==> config.mk <==
export PLATFORM = sky130hd
export DESIGN_NAME = spi_request_arbiter
export DESIGN_NICKNAME = d
export VERILOG_FILES = /design/src/rtl/spi_request_arbiter.sv
export SDC_FILE = /design/constraint.sdc
export NUM_CORES = 1
export LEC_CHECK = 0
export ABC_AREA = 1
export CAP_MARGIN = 10
export CORE_UTILIZATION = 50
export CTS_BUF_LIST = sky130_fd_sc_hd__clkbuf_16
export CTS_CLUSTER_SIZE = 25
export DETAILED_ROUTE_END_ITERATION = 6
export GPL_TIMING_DRIVEN = 0
export HOLD_SLACK_MARGIN = 0.02
export PLACE_DENSITY = 0.83
export SLEW_MARGIN = 20
export SYNTH_ARGS = -nofsm -noshare
export SYNTH_HDL_FRONTEND = slang
export SYNTH_SLANG_ARGS = --single-unit
==> constraint.sdc <==
create_clock -name i_clk -period 2.1 [get_ports i_clk]
set_input_delay 0.42 -clock i_clk [delete_from_list [all_inputs] [get_ports i_clk]]
set_output_delay 0.42 -clock i_clk [all_outputs]
set_load 0.01 [all_outputs]
==> src/rtl/spi_request_arbiter.sv <==
// Purpose: shares one spi_master between two frame requesters, round-robin, with SS_n tracking, inter-frame gap and stall timeout.
// Latency: req -> ack 1 cycle, req -> spi_start 2 cycles; SS_n decisions lag the pin by 2 cycles (synchroniser).
// Backpressure: req is level-held until ack; requests seen during a frame or its gap wait in place until IDLE.
module spi_request_arbiter #(
   parameter int DATA_W         = 10,
   parameter int GAP_CYCLES     = 16,
   parameter int TIMEOUT_CYCLES = 4096
) (
   input  logic              i_clk,
   input  logic              i_rst_n,
   input  logic [1:0]        i_req,
   input  logic [DATA_W-1:0] i_data0,
   input  logic [DATA_W-1:0] i_data1,
   output logic [1:0]        o_ack,
   output logic [1:0]        o_done,
   output logic [DATA_W-1:0] o_spi_data,
   output logic              o_spi_start,
   input  logic              i_spi_ss_n,
   output logic              o_busy,
   output logic              o_timeout_err
);

   // One counter serves both the gap and the wait-state timeouts, sized for the larger limit.
   localparam int CNT_MAX = (GAP_CYCLES > TIMEOUT_CYCLES) ? GAP_CYCLES : TIMEOUT_CYCLES;
   localparam int CNT_W   = $clog2(CNT_MAX) + 1;
   localparam logic [CNT_W-1:0] GAP_LAST = CNT_W'(GAP_CYCLES - 1);
   localparam logic [CNT_W-1:0] TO_LAST  = CNT_W'(TIMEOUT_CYCLES - 1);

   typedef enum logic [2:0] {
      ST_IDLE      = 3'd0,
      ST_START     = 3'd1,
      ST_WAIT_BUSY = 3'd2,
      ST_WAIT_DONE = 3'd3,
      ST_GAP       = 3'd4
   } state_t;

   state_t            r_state;
   logic              r_last_grant;
   logic [CNT_W-1:0]  r_cnt;
   logic [1:0]        r_ack;
   logic [1:0]        r_done;
   logic [DATA_W-1:0] r_spi_data;
   logic              r_spi_start;
   logic              r_busy;
   logic              r_timeout_err;
   logic              r_ss_meta;
   logic              r_ss_s;

   logic              w_any_req;
   logic              w_win;
   logic [1:0]        w_win_oh;
   logic [DATA_W-1:0] w_win_data;
   logic [1:0]        w_done_oh;

   // Winner selection: with both requesting, the one not served last wins; otherwise the lone requester.
   always_comb begin
      w_any_req = |i_req;
      w_win     = 1'b0;
      if (i_req == 2'b11) begin
         w_win = ~r_last_grant;
      end else begin
         w_win = i_req[1];
      end
      w_win_oh   = w_win ? 2'b10 : 2'b01;
      w_win_data = w_win ? i_data1 : i_data0;
      w_done_oh  = r_last_grant ? 2'b10 : 2'b01;
   end

   // Bring the master's SS_n (clk_div domain) into i_clk; idle-high so reset looks like "no frame".
   always_ff @(posedge i_clk or negedge i_rst_n) begin
      if (!i_rst_n) begin
         r_ss_meta <= 1'b1;
         r_ss_s    <= 1'b1;
      end else begin
         r_ss_meta <= i_spi_ss_n;
         r_ss_s    <= r_ss_meta;
      end
   end

   // Arbitration / frame-tracking FSM with all outputs registered; pulses default low each cycle.
   always_ff @(posedge i_clk or negedge i_rst_n) begin
      if (!i_rst_n) begin
         r_state       <= ST_IDLE;
         r_last_grant  <= 1'b1;
         r_cnt         <= '0;
         r_ack         <= 2'b00;
         r_done        <= 2'b00;
         r_spi_data    <= '0;
         r_spi_start   <= 1'b0;
         r_busy        <= 1'b0;
         r_timeout_err <= 1'b0;
      end else begin
         r_ack         <= 2'b00;
         r_done        <= 2'b00;
         r_timeout_err <= 1'b0;
         case (r_state)
            ST_IDLE: begin
               if (w_any_req) begin
                  r_spi_data   <= w_win_data;
                  r_ack        <= w_win_oh;
                  r_last_grant <= w_win;
                  r_busy       <= 1'b1;
                  r_state      <= ST_START;
               end
            end
            ST_START: begin
               r_spi_start <= 1'b1;
               r_cnt       <= '0;
               r_state     <= ST_WAIT_BUSY;
            end
            ST_WAIT_BUSY: begin
               // Master acknowledges the start by pulling SS_n low; otherwise give up after the timeout.
               if (!r_ss_s) begin
                  r_spi_start <= 1'b0;
                  r_cnt       <= '0;
                  r_state     <= ST_WAIT_DONE;
               end else if (r_cnt == TO_LAST) begin
                  r_spi_start   <= 1'b0;
                  r_timeout_err <= 1'b1;
                  r_cnt         <= '0;
                  r_state       <= ST_GAP;
               end else begin
                  r_cnt <= r_cnt + 1'b1;
               end
            end
            ST_WAIT_DONE: begin
               // Frame ends when SS_n returns high; a stuck-low SS_n is abandoned without done.
               if (r_ss_s) begin
                  r_done  <= w_done_oh;
                  r_cnt   <= '0;
                  r_state <= ST_GAP;
               end else if (r_cnt == TO_LAST) begin
                  r_timeout_err <= 1'b1;
                  r_cnt         <= '0;
                  r_state       <= ST_GAP;
               end else begin
                  r_cnt <= r_cnt + 1'b1;
               end
            end
            ST_GAP: begin
               // Enforced idle between frames; requests and SS_n activity are ignored here.
               if (r_cnt == GAP_LAST) begin
                  r_cnt   <= '0;
                  r_busy  <= 1'b0;
                  r_state <= ST_IDLE;
               end else begin
                  r_cnt <= r_cnt + 1'b1;
               end
            end
            default: begin
               r_spi_start <= 1'b0;
               r_busy      <= 1'b0;
               r_cnt       <= '0;
               r_state     <= ST_IDLE;
            end
         endcase
      end
   end

   assign o_ack         = r_ack;
   assign o_done        = r_done;
   assign o_spi_data    = r_spi_data;
   assign o_spi_start   = r_spi_start;
   assign o_busy        = r_busy;
   assign o_timeout_err = r_timeout_err;

endmodule

==> metrics.md, run 1 <==
| Metric | Value |
|---|---|
| Tmin final | `1.72 ns` |
| CP delay by family, top | `simple AND/OR/NAND/NOR gates` |
| Slowest stage cell on the critical path | `dfrtp_1` |
| Register area | `905 sq um` |
| Syn. warnings | `0` |
| Grt total ovfl | `0` |
| NumNets Final | `302` |
| Worst skew pair latency | `0.27 ns` |
| Met2 routed wirelength | `2110 um` |
| Worst hold margin | `~0.071 ns` |
| Die H | `63.3 um` |
| Post-Layout Cell Count | `323` |
| Syn Nets | `253` |
| Via-to-Cell Ratio | `5.07` |
| H-tree Lvls | `2` |
| Most used cell, CP | `nand2_2` |
| Placed Area | `2370 sq um` |
| TritonCTS clock tree | `done` |
| Worst slew margin | `0.728` |
| First-pass GRT wire length | `7460 um` |
| CORE AREA | `3470 sq um` |
| Max Clock Freq | `slightly below 0.6 GHz` |
| Die ar. | `4000 sq um` |
| Worst clock skew | `0.00306 ns` |
| Worst hold path type | `primary input to asynchronous set/reset pin` |
| Crit. End Element | `flop` |
| I/O Pins | `42` |
| WP data arrival | `around 1.9 ns` |
| Dpl cells | `~320` |
| Post-DRT Antenna Nets | `0` |
| Synth top area share | `0.440` |
| Initial Util | `0.541` |
| Via count | `~1,600` |
| Multi-input gate area | `845 sq um` |
| Routed WL | `4120 um` |
| Endpoints failing setup | `0` |
| GP Congestion | `between 0.8 and 0.9` |
| Pin count of the biggest net entering global routing | `22` |
| Yosys cell types | `31` |
| Buf+Inv Stages, Crit Path | `2` |
| Root buffer cell | `clkbuf_16` |
| Dpl hpwl | `just under 3000 um` |
| Maxcap violations | `0` |
| Seq/Total Area, Yosys | `0.482` |
| Final Max Slew Viols | `0` |
| Worst Tran Pin Value | `0.408 ns` |
| Worst-case clock buffer depth | `2` |
| Avg Inst Size Synth | `8.27 sq um` |
| Final hold violation count | `0` |
| # diodes | `0` |
| Crit path cell chain | `ha_1 -> nand2_2 -> nor2_4 -> nand4_4 -> nand2_2 -> nand2_4 -> buf_12 -> o21bai_2 -> inv_1` |
| Setup repair bufs after CTS | `0` |
| Port Buffers | `41` |
| Initial DRC Count | `84` |
| CTS buffer count | `5` |
| Top Metal Used | `met4` |
| Startpoint types | `flop` |
| Wire length per cell | `~13 um` |
| Cell count after synthesis | `227` |
| Total GRT Usage | `0.243` |
| Flops & latches, synth | `36` |
| Post-CTS sizing | `0` |
| Layout cell share with drive strength beyond 1 | `0.166` |
| Clock-pin slew on the worst setup and hold paths | `0.05 ns` |
| Met3 WL | `218 um` |
| Slowest Stage Delay on Critical Path | `0.41 ns` |
| Leakage | `around 0.0011 uW` |
| Vias in the first global route | `between 1,500 and 2,000` |
| DR pass1 iterations | `4` |
| CP required | `2.27 ns` |
| Cts-stage hold buffer count | `0` |
| Status | `finished, final reports clean` |
| VDD IR-drop max | `~0.63 mV` |
| Die Span X | `63.3 um` |
| Metal-1 WL | `around 1800 um` |
| Crit Path Category | `flop to flop` |
| DRC errors left | `0` |
| Fill cells | `289` |
| Post-layout util | `0.730` |
| Final instance area | `2530 sq um` |
| Syn Std Cell Area | `1880 sq um` |
| Row count | `21` |
| Final period utilization | `0.821` |
| Leading area contributor after synthesis | `dfrtp_1` |
| RSZ-0062 raised after global routing | `no` |
| Sink Count | `36` |
| Largest fanout on the critical path | `10` |
| Area Growth Syn to Fin | `34.8%` |
| Largest cells by area after synthesis | `dfrtp_1 (44%), nand2_1 (11%), nor2_1 (4.8%)` |
| Tot Pwr | `roughly 3100 uW` |
| Power Dens Cells | `1230 nW/um^2` |
| Antenna violations before repair | `0` |
## cells by family after synthesis
logic type                 Yosys count  share of synthesized area
AOI/OAI and AO/OA                   37                      0.121
and+or+nand+nor                    120                      0.304
buffers and inverters               29                     0.0686
xor gates and xnor gates             4                     0.0187
DFF                                 36                      0.482
adders and majority gates            1                    0.00666
## power breakdown
group | switching, uW | leakage [uW] | internal (uW) | total (uW)
Sequential | 141 | 0.000462 | 898 | 1040
Clock | 259 | 0.0000789 | 551 | 810
Combinational | 714 | 0.000588 | 564 | 1280
## through the flow
step / setup slack (ns) / setup TNS [ns]
after global routing: 0.242 / 0
after detailed placement: 0.255 / 0
after global placement: -0.181 / -5.92
after CTS: 0.364 / 0
after floorplan: 0.600 / 0
final: 0.377 / 0
## synthesized netlist by cell type (all sizes together)
master	count
ha	1
a22oi	1
dfstp	3
a21oi	11
dfrtp	33
inv	27
nor3b	1
o21a	1
xor2	3
nand3	16
a31oi	1
o21ai	20
nor2	32
nor3	3
nand4	2
a31o	1
nand2	66
o21bai	2
buf	2
xnor2	1
## state kept, by name (all words and copies together) (netlist names)
| register | flops |
|---|---|
| o_ack | 2 |
| o_busy | 1 |
| o_done | 2 |
| r_cnt | 13 |
| o_spi_data | 10 |
| r_last_grant | 1 |
| r_ss_s | 1 |
| r_ss_meta | 1 |
| o_timeout_err | 1 |
| o_spi_start | 1 |
| r_state | 3 |
## cells in the final DEF (no fill, tap or decap), drive strengths merged, types with 2 or more instances in the layout
master         Yosys  final
dfrtp             33     33
o21ai             20     20
clkdlybuf4s50      0     40
nor3               3      3
clkbuf             0      5
clkinv             0      2
dfstp              3      3
inv               27     27
nor2              32     32
buf                2      4
xor2               3      3
nand4              2      2
nand3             16     16
nand2             66     66
a21oi             11     11
o21bai             2      2
## metal layers
metal / vias up / track usage
li1: 826 / -
met3: 2 / 0.0761
met5: - / 0
met2: 37 / 0.431
met4: 0 / 0.0824
met1: 773 / 0.274
## layout make-up
class | instances | share of cell area
Inverter | 27 | 0.0400
Clock buffer | 5 | 0.0494
Timing Repair Buffer | 42 | 0.171
Multi-Input combinational cell | 162 | 0.334
Tap cell | 46 | 0.0227
Clock inverter | 3 | 0.0148
Sequential cell | 36 | 0.357
Buffer | 2 | 0.0109
## path summary, 6_finish.rpt
kind / start / to / slack (ns) / cells after the start
setup / recovery: r_cnt[0] / r_cnt[3] / 0.38 / 9
hold / removal: i_rst_n / r_state[1] / 0.07 / 1
setup reg to reg: r_cnt[0] / r_cnt[3] / 0.38 / 9
hold reg to reg: r_ss_meta / r_ss_s / 0.35 / 0
max in group asynchronous: i_rst_n / r_cnt[8] / 1.59 / 2
min in group i_clk: r_ss_meta / r_ss_s / 0.35 / 0
(Power assumes the default switching activity.)
==> run 2: changes to the inputs <==
clock period = 1.7 ns   (was 2.1 ns; I/O delays follow)
==> run 2 against run 1 <==
Compared with the run above: clock power increased by 23%; routed wire length increased by 2.7%; sequential power increased by 23%; maximum frequency increased by 8.9%; critical path depth unchanged; worst setup slack got worse by 0.26 ns; sequential cell count unchanged; utilization increased by 0.87 points; sequential share of layout area decreased by 0.42 points; final cell count increased by 0.93%; die area unchanged; critical path type unchanged.
==> metrics.md, run 2 (synthesis gave the netlist of run 1 again) <==
| Metric | Value |
|---|---|
| RSZ-0062 raised after global routing | `no (unchanged)` |
| Worst hold path type | `flop to flop (was primary input to asynchronous set/reset pin)` |
| Sw frac | `0.357 (was 0.356)` |
| Worst skew pair latency | `0.27 ns (about the same)` |
| VDD IR-drop max | `0.785 mV (was 0.635 mV)` |
| Root buffer cell | `clkbuf_16 (unchanged)` |
| Slowest stage cell on the critical path | `dfrtp_1 (unchanged)` |
| NumNets Final | `305 (was 302)` |
| Crit. End Element | `flop (unchanged)` |
| Final Max Slew Viols | `0 (unchanged)` |
| Row count | `21 (unchanged)` |
| Commonest non-fill, non-tap cell in the layout | `nand2_1 (unchanged)` |
| Leakage | `0.00114 uW (was 0.00113 uW)` |
| Power Dens Cells | `1520 nW/um^2 (was 1230 nW/um^2)` |
| Clock-pin slew on the worst setup and hold paths | `0.05 ns (about the same)` |
| Tot Pwr | `3890 uW (was 3130 uW)` |
| Post-layout util | `0.738 (was 0.730)` |
| Hold Crit Start | `r_ss_meta` |
| Dpl hpwl | `2940 um (unchanged)` |
| Most frequent cells in the layout | `nand2_1 (54), clkdlybuf4s50_1 (40), dfrtp_1 (33) (was nand2_1 (55), clkdlybuf4s50_1 (40), dfrtp_1 (33))` |
| Endpoints failing setup | `0 (unchanged)` |
| Worst Hold Depth | `0` |
| Wire length per cell | `13.0 um (was 12.7 um)` |
| Final setup margin | `0.117 ns (was 0.377 ns)` |
| Final hold violation count | `0 (unchanged)` |
| DRC errors left | `0 (unchanged)` |
| Worst r2r dst | `r_cnt[3] (unchanged)` |
| Setup slack, reg-to-reg | `0.12 ns (was 0.38 ns)` |
| GP Congestion | `0.839 (unchanged)` |
| Tmin final | `1.58 ns (was 1.72 ns)` |
| Slowest Stage Delay on Critical Path | `0.36 ns (was 0.41 ns)` |
| RR Startpoint | `r_cnt[1] (was r_cnt[0])` |
| Initial DRC Count | `107 (was 84)` |
| CP required | `1.87 ns (was 2.27 ns)` |
| # diodes | `0 (unchanged)` |
| Sink Count | `36 (unchanged)` |
| Startpoint types | `flop (unchanged)` |
| Antenna violations before repair | `0 (unchanged)` |
| Vias in the first global route | `1,730 (was 1,716)` |
| Die H | `63.3 um (unchanged)` |
| Via-to-Cell Ratio | `5.10 (was 5.07)` |
| Clock power share | `0.258 (was 0.259)` |
| Initial Util | `0.541 (unchanged)` |
| Top reg by flops | `r_cnt (unchanged)` |
| Worst reg2reg path depth | `9 (unchanged)` |
| Max reg flops | `13 (unchanged)` |
| Post-Layout Cell Count | `326 (was 323)` |
| Largest fanout on the critical path | `10 (unchanged)` |
| Sequential power share | `0.328 (was 0.332)` |
| Fill cells | `284 (was 289)` |
| CTS buffer count | `5 (unchanged)` |
| Die ar. | `4000 sq um (unchanged)` |
| Die Span X | `63.3 um (unchanged)` |
| Area Growth Syn to Fin | `36.4% (was 34.8%)` |
| Worst slew margin | `0.728 (about the same)` |
| TritonCTS clock tree | `done (unchanged)` |
| Cell Int Power | `2500 uW (was 2010 uW)` |
| Final period utilization | `0.931 (was 0.821)` |
| H-tree Lvls | `2 (unchanged)` |
| Worst Hold End | `r_ss_s` |
| Port Buffers | `41 (unchanged)` |
| Comb power frac | `0.414 (was 0.409)` |
| Crit Path Category | `flop to flop (unchanged)` |
| Pre-CTS setup slack | `-0.0646 ns (was 0.255 ns)` |
| Post-DRT Antenna Nets | `0 (unchanged)` |
| Worst clock skew | `0.00386 ns (was 0.00306 ns)` |
| Maxcap violations | `0 (unchanged)` |
| Via count | `1,664 (was 1,638)` |
| Layout cell share with drive strength beyond 1 | `0.179 (was 0.166)` |
| Pin count of the biggest net entering global routing | `22 (unchanged)` |
| Setup TNS | `0 ns (unchanged)` |
| Crit path cell chain | `ha_2 -> nand2_2 -> nor2_4 -> nand4_4 -> nand2_2 -> nand2_4 -> buf_12 -> o21bai_2 -> inv_1 (was ha_1 -> nand2_2 -> nor2_4 -> nand4_4 -> nand2_2 -> nand2_4 -> buf_12 -> o21bai_2 -> inv_1)` |
| WP data arrival | `1.75 ns (was 1.89 ns)` |
| Switching power | `1390 uW (was 1110 uW)` |
| Worst-case clock buffer depth | `2 (unchanged)` |
| Dpl cells | `315 (unchanged)` |
| Grt total ovfl | `0 (unchanged)` |
| I/O Pins | `42 (unchanged)` |
| Status | `finished, final reports clean (unchanged)` |
| Routed WL | `4230 um (was 4120 um)` |
| Worst Tran Pin Value | `0.408 ns (about the same)` |
| CORE AREA | `3470 sq um (unchanged)` |
| First-pass GRT wire length | `7520 um (was 7460 um)` |
| DR pass1 iterations | `4 (unchanged)` |
| Max Clock Freq | `0.632 GHz (was 0.580 GHz)` |
| Most used cell, CP | `nand2_2 (unchanged)` |
| Total GRT Usage | `0.246 (was 0.243)` |
-- run 2: power groups by stage --
stage          combinational, uW  clock (uW)  sequential (uW)
2_1_floorplan                886           0             1350
3_3_place_gp                1540           0             1280
5_1_grt                     1790        1060             1310
4_1_cts                     1630        1020             1280
6_report                    1610        1000             1280
3_5_place_dp                1570           0             1290
-- run 2: critical path: cells and delay by family, from the launching register on --
family          cells  cell delay [ns]
compound gates      1             0.10
fa+ha+maj           1             0.23
buf+inv             2             0.19
flops               1             0.36
simple gates        5             0.59
-- run 2: how the worst max path moves through the flow --
stage                  start             to  slack (ns)  cells after the start
floorplan           r_cnt[0]       r_cnt[3]        0.20                      9
finish              r_cnt[1]       r_cnt[3]        0.12                      9
CTS                 r_cnt[0]       r_cnt[3]        0.07                      9
detailed placement  i_req[0]  o_spi_data[1]       -0.06                      8
global route        r_cnt[1]       r_cnt[3]     0.00007                      9
global placement     i_rst_n  o_spi_data[1]       -0.50                      1
-- run 2: cell type report --
class | instances | area, sq um | share of cell area
clock buffers | 5 | 125 | 0.0489
multi-input cells | 162 | 850 | 0.332
plain buffers | 2 | 27.5 | 0.0107
repair buffers | 45 | 458 | 0.179
clock inverters | 3 | 37.5 | 0.0147
well taps | 46 | 57.6 | 0.0225
flip-flops and latches | 36 | 905 | 0.353
inverters | 27 | 101 | 0.0396
-- run 2: layer usage --
metal | global-route usage | vias to the layer above | share of wire
li1 | - | 831 | -
met1 | 0.274 | 788 | 0.43
met2 | 0.440 | 41 | 0.51
met3 | 0.0761 | 4 | 0.050
met4 | 0.0824 | 0 | 0.0073
met5 | 0 | - | 0
-- run 2: per-stage QoR --
step / hold slack [ns] / cell area (sq um)
floorplan: 0.0444 / 1880
global placement: 0.345 / 2350
detailed placement: 0.287 / 2370
CTS: 0.355 / 2550
global route: 0.360 / 2560
finish: 0.355 / 2560
-- run 2: timing repair --
action	in CTS	in global routing
setup buffers	1	1
gates resized for setup	1	1
hold buffers	1	0
endpoints found under the setup margin	4	6
pin swaps	0	1
endpoints found under the hold margin	12	0
==> run 3: changes to the inputs <==
CORE_MARGIN = 1   (was not set)
PLACE_DENSITY = 0.84   (was 0.83)
==> run 3 against run 2 <==
Compared with the run above: via count increased by 3.1%; critical path depth unchanged; non-clock buffer count increased by 1; first-iteration DRC count decreased by 38%; final cell count increased by 0.31%; design area increased by 0.93%; total power increased by 1.9%.
==> metrics.md, run 3 (synthesis gave the netlist of run 1 again) <==
| Metric | Value |
|---|---|
| Layout cell share with drive strength beyond 1 | `0.192 (was 0.179)` |
| Commonest non-fill, non-tap cell in the layout | `nand2_1 (unchanged)` |
| Die ar. | `4000 sq um (unchanged)` |
| CP startpoint | `r_cnt[0] (was r_cnt[1])` |
| DRC errors left | `0 (unchanged)` |
| Hold Crit Start | `r_ss_meta (unchanged)` |
| Final hold violation count | `0 (unchanged)` |
| Worst Tran Pin Value | `0.418 ns (was 0.408 ns)` |
| I/O Pins | `42 (unchanged)` |
| GP Congestion | `0.840 (was 0.839)` |
| Worst reg2reg path depth | `9 (unchanged)` |
| CP required | `1.87 ns (about the same)` |
| Setup TNS | `0 ns (unchanged)` |
| Die Span X | `63.3 um (unchanged)` |
| Crit Path Category | `flop to flop (unchanged)` |
| CORE AREA | `3470 sq um (unchanged)` |
| CTS buffer count | `5 (unchanged)` |
| Final period utilization | `0.926 (was 0.931)` |
| First-pass GRT wire length | `7760 um (was 7520 um)` |
| Row count | `21 (unchanged)` |
| # diodes | `0 (unchanged)` |
| Via-to-Cell Ratio | `5.24 (was 5.10)` |
| Most frequent cells in the layout | `nand2_1 (54), clkdlybuf4s50_1 (40), dfrtp_1 (32) (was nand2_1 (54), clkdlybuf4s50_1 (40), dfrtp_1 (33))` |
| Antenna violations before repair | `0 (unchanged)` |
| Most used cell, CP | `nand2_2 (unchanged)` |
| Vias in the first global route | `1,767 (was 1,730)` |
| Die H | `63.3 um (unchanged)` |
| Worst-case clock buffer depth | `2 (unchanged)` |
| Routing usage on met2 | `0.442 (was 0.440)` |
| Routed WL | `4400 um (was 4230 um)` |
| TritonCTS clock tree | `done (unchanged)` |
| Setup slack, reg-to-reg | `0.13 ns (was 0.12 ns)` |
| Clock-pin slew on the worst setup and hold paths | `0.06 ns (was 0.05 ns)` |
| Pre-CTS setup slack | `-0.0576 ns (was -0.0646 ns)` |
| Total GRT Usage | `0.255 (was 0.246)` |
| Crit path cell chain | `ha_4 -> nand2_2 -> nor2_4 -> nand4_4 -> nand2_2 -> nand2_4 -> buf_12 -> o21bai_2 -> inv_1 (was ha_2 -> nand2_2 -> nor2_4 -> nand4_4 -> nand2_2 -> nand2_4 -> buf_12 -> o21bai_2 -> inv_1)` |
| Dpl hpwl | `3130 um (was 2940 um)` |
| RR Startpoint | `r_cnt[0] (was r_cnt[1])` |
| Fill cells | `275 (was 284)` |
| Via count | `1,715 (was 1,664)` |
| Initial Util | `0.541 (unchanged)` |
| Power Dens Cells | `1530 nW/um^2 (was 1520 nW/um^2)` |
| Initial DRC Count | `66 (was 107)` |
| Wire length per cell | `13.5 um (was 13.0 um)` |
| Grt total ovfl | `0 (unchanged)` |
| Final Max Slew Viols | `0 (unchanged)` |
| Maxcap violations | `0 (unchanged)` |
| Max reg flops | `13 (unchanged)` |
| Status | `finished, final reports clean (unchanged)` |
| Worst slew margin | `0.722 (was 0.728)` |
| Worst r2r dst | `r_cnt[3] (unchanged)` |
| Met1 usage in global routing | `0.291 (was 0.274)` |
| Leakage | `0.00115 uW (was 0.00114 uW)` |
| H-tree Lvls | `2 (unchanged)` |
| Post-DRT Antenna Nets | `0 (unchanged)` |
| Critical Path Sink | `r_cnt[3] (unchanged)` |
| Root buffer cell | `clkbuf_16 (unchanged)` |
| Port Buffers | `41 (unchanged)` |
| Busiest grt layer | `met2 (unchanged)` |
| Worst clock skew | `0.00558 ns (was 0.00386 ns)` |
| Slowest Stage Delay on Critical Path | `0.42 ns (was 0.36 ns)` |
| RSZ-0062 raised after global routing | `no (unchanged)` |
| Pin count of the biggest net entering global routing | `22 (unchanged)` |
| Largest fanout on the critical path | `10 (unchanged)` |
| Max Clock Freq | `0.635 GHz (was 0.632 GHz)` |
| Worst hold path type | `flop to flop (unchanged)` |
| VDD IR-drop max | `0.759 mV (was 0.785 mV)` |
| Top reg by flops | `r_cnt (unchanged)` |
| Endpoints failing setup | `0 (unchanged)` |
| Startpoint types | `flop (unchanged)` |
| DR pass1 iterations | `4 (unchanged)` |
| Met3 usage | `0.0562 (was 0.0761)` |
| Tmin final | `1.57 ns (was 1.58 ns)` |
| Area Growth Syn to Fin | `37.6% (was 36.4%)` |
| Worst skew pair latency | `0.28 ns (was 0.27 ns)` |
| Final setup margin | `0.125 ns (was 0.117 ns)` |
| Crit. End Element | `flop (unchanged)` |
| NumNets Final | `306 (was 305)` |
| Sink Count | `36 (unchanged)` |
| Slowest stage cell on the critical path | `dfrtp_2 (was dfrtp_1)` |
| WP data arrival | `1.75 ns (about the same)` |
==> run 3: changes by cell type in the layout (fill, tap and decap cells not counted) <==
| cell | delta |
|---|---|
| clkinv_1 | -2 |
| buf_4 | +1 |
| clkinv_2 | +1 |
| clkinvlp_4 | +1 |
| dfrtp_1 | -1 |
| dfrtp_2 | +1 |
| ha_2 | -1 |
| ha_4 | +1 |
==> run 3: cell type report <==
class | count | area (sq um) | share of cell area
clock inverters | 3 | 42.5 | 0.0165
well taps | 46 | 57.6 | 0.0223
multi-input cells | 162 | 860 | 0.333
flip-flops and latches | 36 | 906 | 0.350
repair buffers | 46 | 465 | 0.180
plain buffers | 2 | 27.5 | 0.0106
clock buffers | 5 | 125 | 0.0484
inverters | 27 | 101 | 0.0392
==> run 3: worst min-delay path by stage <==
stage	to	cells after the start
floorplan	o_ack[0]	0
global placement	r_ss_s	0
detailed placement	o_spi_start	1
CTS	r_ss_s	0
global route	r_ss_s	0
finish	r_ss_s	0
==> run 3: stage by stage <==
stage                      util  cell area, sq um  hold WS, ns  cells  total power [uW]
after floorplan               -              1880       0.0444    227              2230
after global placement    0.676              2350        0.346    314              2820
after detailed placement  0.683              2370        0.292    315              2890
after CTS                 0.735              2550        0.357    324              3960
after global routing      0.745              2580        0.359    327              4230
final                     0.745              2580        0.357    327              3970
==> run 3: power by group <==
| group | internal, uW | switching, uW | total [uW] |
|---|---|---|---|
| clock | 688 | 353 | 1040 |
| sequential | 1110 | 185 | 1300 |
| combinational | 725 | 902 | 1630 |
==> run 3: routing by layer <==
metal  up-vias  part of all wire
li1        832                 -
met1       817              0.42
met2        58              0.51
met3         8             0.054
met4         0             0.019
met5         -                 0
==> run 3: critical path: cells and delay by family, from the launching register on <==
| family | cells | cell delay, ns |
|---|---|---|
| and+or+nand+nor | 5 | 0.58 |
| DFF | 1 | 0.42 |
| buffers and inverters | 2 | 0.19 |
| adders and majority gates | 1 | 0.17 |
| AOI/OAI and AO/OA | 1 | 0.10 |
==> run 3: what timing repair did <==
action / CTS / global route
setup buffers: 0 / 3
endpoints found under the setup margin: 1 / 10
hold endpoints to repair: 12 / 0
pin swaps: 0 / 1
resized for setup: 1 / 3
hold buffers: 1 / 0
